$ cat config.mk
export PLATFORM = sky130hd
export DESIGN_NAME = shift_issue_stage
export DESIGN_NICKNAME = d
export VERILOG_FILES = /design/src/rtl/shift_issue_stage.sv
export SDC_FILE = /design/constraint.sdc
export NUM_CORES = 1
export LEC_CHECK = 0
export CORE_ASPECT_RATIO = 1.2
export CORE_UTILIZATION = 41
export DETAILED_ROUTE_END_ITERATION = 7
export MAX_ROUTING_LAYER = met4
export PLACE_DENSITY = 0.8
export SLEW_MARGIN = 25
export SYNTH_ARGS = -nofsm -noshare
export SYNTH_HDL_FRONTEND = slang
export SYNTH_SLANG_ARGS = --single-unit
$ cat constraint.sdc
create_clock -name clk -period 1.9 [get_ports clk]
set_input_delay 0.57 -clock clk [delete_from_list [all_inputs] [get_ports clk]]
set_output_delay 0.57 -clock clk [all_outputs]
set_load 0.05 [all_outputs]
$ cat src/rtl/shift_issue_stage.sv
// shift_issue_stage: issue stage between decode and an external arithmetic
// shifter. It accepts one shift request at a time and drives the registered
// operand and shift amount to the shifter. It captures the shifter's
// combinational result one cycle later and holds it for writeback until that
// result is consumed.
//
// A shift amount of zero skips the shifter: the operand becomes the result
// directly, and sh_in/sh_shamt keep their previous values.
//
// A new request may be accepted in the same cycle that writeback consumes the
// current result, so the stage runs without an idle bubble.
//
// Build option: define SHAMT_CLAMP_EN to saturate shift amounts above
// WIDTH-1 to WIDTH-1 when the request is registered.

`default_nettype none

module shift_issue_stage #(
    parameter int WIDTH = 16
) (
    input  logic             clk,
    input  logic             rst_n,

    // decode-side request channel
    input  logic             req_valid,
    output logic             req_ready,
    input  logic [WIDTH-1:0] req_data,
    input  logic [4:0]       req_shamt,

    // arithmetic shifter interface
    output logic [WIDTH-1:0] sh_in,
    output logic [4:0]       sh_shamt,
    input  logic [WIDTH-1:0] sh_out,

    // writeback-side response channel
    output logic             rsp_valid,
    input  logic             rsp_ready,
    output logic [WIDTH-1:0] rsp_data,

    output logic             busy
);

    typedef enum logic [1:0] {
        IDLE  = 2'd0,
        ISSUE = 2'd1,
        HOLD  = 2'd2
    } state_t;

    state_t         state;
    logic           accept;
    logic [4:0]     shamt_eff;

`ifdef SHAMT_CLAMP_EN
    // Largest shift amount that still moves real data bits; for WIDTH > 32
    // the 5-bit field can never exceed it, so no clamping ever happens.
    localparam int         MAX_SHAMT   = (WIDTH - 1 > 31) ? 31 : WIDTH - 1;
    localparam logic [4:0] SHAMT_LIMIT = 5'(MAX_SHAMT);

    // Saturate the requested shift amount to the operand width
    always_comb begin
        // NOTE: every signal written in always_comb gets a default first so
        // no path leaves it unassigned, which would otherwise infer a latch.
        shamt_eff = req_shamt;
        if (req_shamt > SHAMT_LIMIT) begin
            shamt_eff = SHAMT_LIMIT;
        end
    end
`else
    assign shamt_eff = req_shamt;
`endif

    // Handshake and status decode.
    // req_ready follows rsp_ready combinationally in HOLD, so a new request
    // can be accepted in the cycle the held result is consumed.
    assign req_ready = (state == IDLE) || ((state == HOLD) && rsp_ready);
    assign accept    = req_valid && req_ready;
    assign rsp_valid = (state == HOLD);
    assign busy      = (state != IDLE);

    // Control FSM with operand, shift amount and result registers
    always_ff @(posedge clk or negedge rst_n) begin
        // NOTE: every register here is a small control or data flop with a
        // defined reset value. Reset also drops any in-flight request, so no
        // response can appear after reset.
        if (!rst_n) begin
            state    <= IDLE;
            sh_in    <= '0;
            sh_shamt <= '0;
            rsp_data <= '0;
        end else if (accept) begin
            // A request is accepted in IDLE or on the consuming edge of HOLD.
            // The zero-shift test uses the raw amount: clamping never turns a
            // nonzero amount into zero.
            // NOTE: sequential state uses non-blocking assignments, so every
            // register here samples pre-edge values and the update order
            // inside the block does not matter.
            if (req_shamt != 5'd0) begin
                sh_in    <= req_data;
                sh_shamt <= shamt_eff;
                state    <= ISSUE;
            end else begin
                rsp_data <= req_data;
                state    <= HOLD;
            end
        end else begin
            case (state)
                ISSUE: begin
                    rsp_data <= sh_out;
                    state    <= HOLD;
                end
                HOLD: begin
                    if (rsp_ready) begin
                        state <= IDLE;
                    end
                end
                IDLE: begin
                    state <= IDLE;
                end
                default: begin
                    state <= IDLE;
                end
            endcase
        end
    end

endmodule

`default_nettype wire

# After elaboration in Yosys (flattened, before gate mapping)
# Cells that the tools add are included.
dict set report word_totals {
  register_bits 39
  latch_bits 0
  mem_bits_rw 0
  romBits 0
  in_bits 41
  out_inout_bits 40
  wordCells 24
  n_memories 0
}
dict set report classes {
  add_sub_neg 0
  mul 0
  div_mod_pow 0
  n_lt_le_gt_ge 0
  n_eq_ne 4
  shift 0
  n_mux 7
  bitwise 0
  reduce_logical 9
}
# op count
set ops {}
lappend ops {{2-to-1 mux 16 bit} 3}
lappend ops {{2-to-1 mux 2 bit} 3}
lappend ops {{nonzero test 5 bit} 1}
lappend ops {{case mux 2 bit (2 select lines)} 1}
lappend ops {{AND reduction 2 bit} 2}
lappend ops {{nonzero test 2 bit} 2}
lappend ops {{inequality test 3 x 1 -> 1 bit, second input constant} 1}
lappend ops {{== test 2 x 1 -> 1 bit, second input constant} 1}
lappend ops {{== test 2 bit, second input constant} 1}
lappend ops {{logical AND 1 bit} 2}
lappend ops {{zero test 2 bit} 1}
lappend ops {{inequality test 2 bit, second input constant} 1}
lappend ops {{logical OR 1 bit} 1}

# Depth between registers and ports, before layout
dict set report logic_depth {
  depth_word 6
  mapped_depth 6
  depth_no_buf 4
}

# Worst setup path after synthesis
# No wires, ideal clock.
dict set report synth_timing {
  path_kind {input port to output port}
  start {in rsp_ready}
  end {out req_ready}
  arrival_ns 1.403
  required_time_ns 1.330
  path_slack_ns -0.073
  cell_stages 2
  n_path_buf 0
  path_cell_list {and2b_4 -> nor2_1}
}
dict set report synth_via {
  elab_chain_cells 2
}
# item line
set synth_rtl {}
lappend synth_rtl {{start, declared} 37} ;# input logic rsp_ready,
lappend synth_rtl {{logical AND 1 bit} 75} ;# assign req_ready = (state == IDLE) || ((state == HOLD) && rsp_ready);
lappend synth_rtl {{logical OR 1 bit} 75}
lappend synth_rtl {{end, declared} 26} ;# output logic req_ready,
# No other way between the ends.

# Worst setup path in the final report
dict set report layout_timing {
  start {in req_shamt[1]}
  end {reg sh_in[7]}
}
dict set report layout_via {
  elab_chain_cells 2
}
# item line
set layout_rtl {}
lappend layout_rtl {{start, declared} 28} ;# input logic [4:0] req_shamt,
lappend layout_rtl {{nonzero test 5 bit} 97} ;# if (req_shamt != 5'd0) begin
lappend layout_rtl {{AND reduction 2 bit (no line)} n/a}
lappend layout_rtl {{end signal, assigned} 98} ;# sh_in <= req_data;
lappend layout_rtl {{end, declared} 31} ;# output logic [WIDTH-1:0] sh_in,
# No other way between the ends.
# A chain may end at the register's enable or synchronous reset.

==> impl_metrics.tcl <==
set metrics [dict create \
    status "finished clean" \
    port-buffer-count 80 \
    maxSlewViolCount 0 \
    syn_nets 158 \
    layout.cells.non_filler 268 \
    slowest_delay_ps 450 \
    placed_cell_area_sq_um 2630 \
    fmax_mhz 542 \
    cts_made_buffers 5 \
    start_util_pct 43.7 \
    yosys-top-cells-area "dfrtp_1, mux2_4, o221a_2" \
    dp_hpwl_um 3420 \
    yosys.area.top_type "dfrtp_1" \
    synth_ff_type "dfrtp_1" \
    netlist_instances 117 \
    grt.overflow.total 0 \
    crit_required_ps 2080 \
    synth_adder_area_share_pct 0 \
    setup_viol_count_final 0 \
    vias_per_cell 5.06 \
    grtUsageTotal_pct 20.9 \
    hold_class "in -> async" \
    timing.final.hold_violations 0 \
    power.leakage_nw 1.23 \
    yosysSeqAreaShare_pct 55.3 \
    fp.coreArea_sq_um 4040 \
    synth_cell_types 24 \
    pre_cts_slack_ps -321 \
    antenna_cells 0 \
    vias 1356 \
    yosys-top-cells-count "dfrtp_1, mux2_4, or2_2, o221a_2, nor2_1" \
    synth_compound_area_share_pct 11.1 \
    synth_top_family_by_area "multiplexers" \
    cts_tree "built" \
    finalNetCount 255 \
    peakVddDrop_v 0.000731 \
    synth_warnings 0 \
    maxCapViolCount 0 \
    die_area_sq_um 4570 \
    power.density_nw_per_um2 1540 \
    slew_headroom_pct 64.8 \
    placement_rows 25 \
    clk_latency_ps 290 \
    ys_seq_elements 39 \
    synth.most_common_cell "dfrtp_1" \
    io_pins 81 \
    tightest_slew_ps 528 \
    total_power_w 0.00423 \
    fin_crit_ps 1840 \
    start_kind "input port" \
    wirelength_um 4430 \
    muxShareOfSynthArea_pct 17.9 \
    ctsHoldBuffers 0 \
    antenna_found_initial 0 \
    slowest_stage "clkdlybuf4s50_1" \
    first_iter_violations 49 \
    yosys.area_share.simple_pct 11.3 \
    finClkSkew_ps 4.87 \
    async_reset_ff_share_pct 100 \
    drive_gt1_share_pct 58.4 \
    die_y_um 73.9 \
    cts_root_buf "clkbuf_8" \
    place_inst 260 \
    die_width_um 61.9 \
    cp_top_family "buffers and inverters" \
    grt_pass1_vias 1339 \
    end_kind "flip-flop" \
    yosysTopAreaCellShare_pct 55.3 \
    cts.clk_slew.worst_paths_ps 70 \
    syn_area_sq_um 1760 \
    cts_num_sinks 39 \
    clock_path_buffers 2 \
    cp_max_fo 8 \
    rsz0062_at_grt "no" \
    place.gp.congestion 0.839 \
    wl_per_cell_um 16.5 \
    path_class "in -> reg" \
    drt.antenna.violating_nets 0 \
    synthToLayoutAreaGrowth_pct 55.6 \
    syn_avg_cell_area_sq_um 15.1 \
    hold_ws_ps 253 \
    synthXorXnorAreaFrac_pct 0 \
    finalInstanceArea_sq_um 2750 \
    grt_pass1_wl_um 6450 \
    finalWorstSetupSlack_ps 56.1 \
    grt_max_degree 25 \
    htree_levels 2 \
    period_share_pct 97.0 \
    drc_errors 0 \
    synth-edff-count 0 \
    crit_buf_inv 2 \
    path_cells "clkdlybuf4s50_1 -> nor3_2 -> nand2_2 -> and2_4 -> buf_12 -> mux2_4" \
    arrival_ps 2020 \
    drtPass1Iterations 4 \
]
==> final cells by class <==
class / count / area [sq um]
Timing Repair Buffer: 96 / 890
Sequential cell: 39 / 976
Tap cell: 54 / 67.6
Multi-Input combinational cell: 70 / 717
Clock buffer: 6 / 82.6
Inverter: 2 / 7.51
Clock inverter: 1 / 5.00
Fill cell: 290 / 1290
==> path summary, 6_finish.rpt <==
check                              from           end  slack, ps  cells past startpoint
min reg2reg                 sh_shamt[3]   sh_shamt[3]        520                      1
max in group asynchronous         rst_n     sh_in[11]       1110                      2
min                               rst_n  rsp_data[15]        250                      1
max reg2reg                    state[1]      sh_in[2]        200                      6
max                        req_shamt[1]      sh_in[7]         60                      6
min in group clk            sh_shamt[3]   sh_shamt[3]        520                      1
==> report_power, final <==
group / internal [W] / total, W / switching [W]
logic: 0.000927 / 0.00236 / 0.00143
registers: 0.00112 / 0.00131 / 0.000190
clock network: 0.000285 / 0.000557 / 0.000272
total: 0.00233 / 0.00423 / 0.00190
==> per-layer routing <==
layer	track usage (%)	up-vias	wire, um
met3	5.46	5	364
met2	31.7	76	2180
met1	25.8	657	1810
met4	9.63	0	81
li1	-	618	-
met5	-	-	0
==> registers in the layout, summed over array words and instances, names as in the netlist <==
name	count
rsp_data	16
state	2
sh_in	16
sh_shamt	5
==> repair_timing <==
action	in CTS	in global routing
buffers inserted	1	0
gates resized for setup	2	0
endpoints found under the hold margin	0	0
endpoints found under the setup margin	15	0
==> stage by stage <==
step	TNS [ps]	utilization, %
floorplan	0	-
global placement	-9050	65.3
detailed placement	-9780	65.3
CTS	0	68.0
global route	0	68.0
finish	0	68.0
==> cell families (layout without fill, tap and decap cells) <==
group | after synthesis | count (layout)
simple gates | 30 | 30
compound gates | 19 | 19
mux | 21 | 21
flops | 39 | 39
buf+inv | 8 | 105
==> placed cells by master, fill, tap and decap left out, types with 2 or more instances in the layout <==
cell type	instances
inv_1	2
nor2_4	2
clkbuf_8	6
dfrtp_1	39
buf_12	6
o221a_2	16
nor2_1	2
mux2_2	2
o21ai_0	2
mux2_4	18
buf_4	50
clkdlybuf4s50_1	38
or2_2	17
No activity file was read; power rests on OpenSTA's default activity.
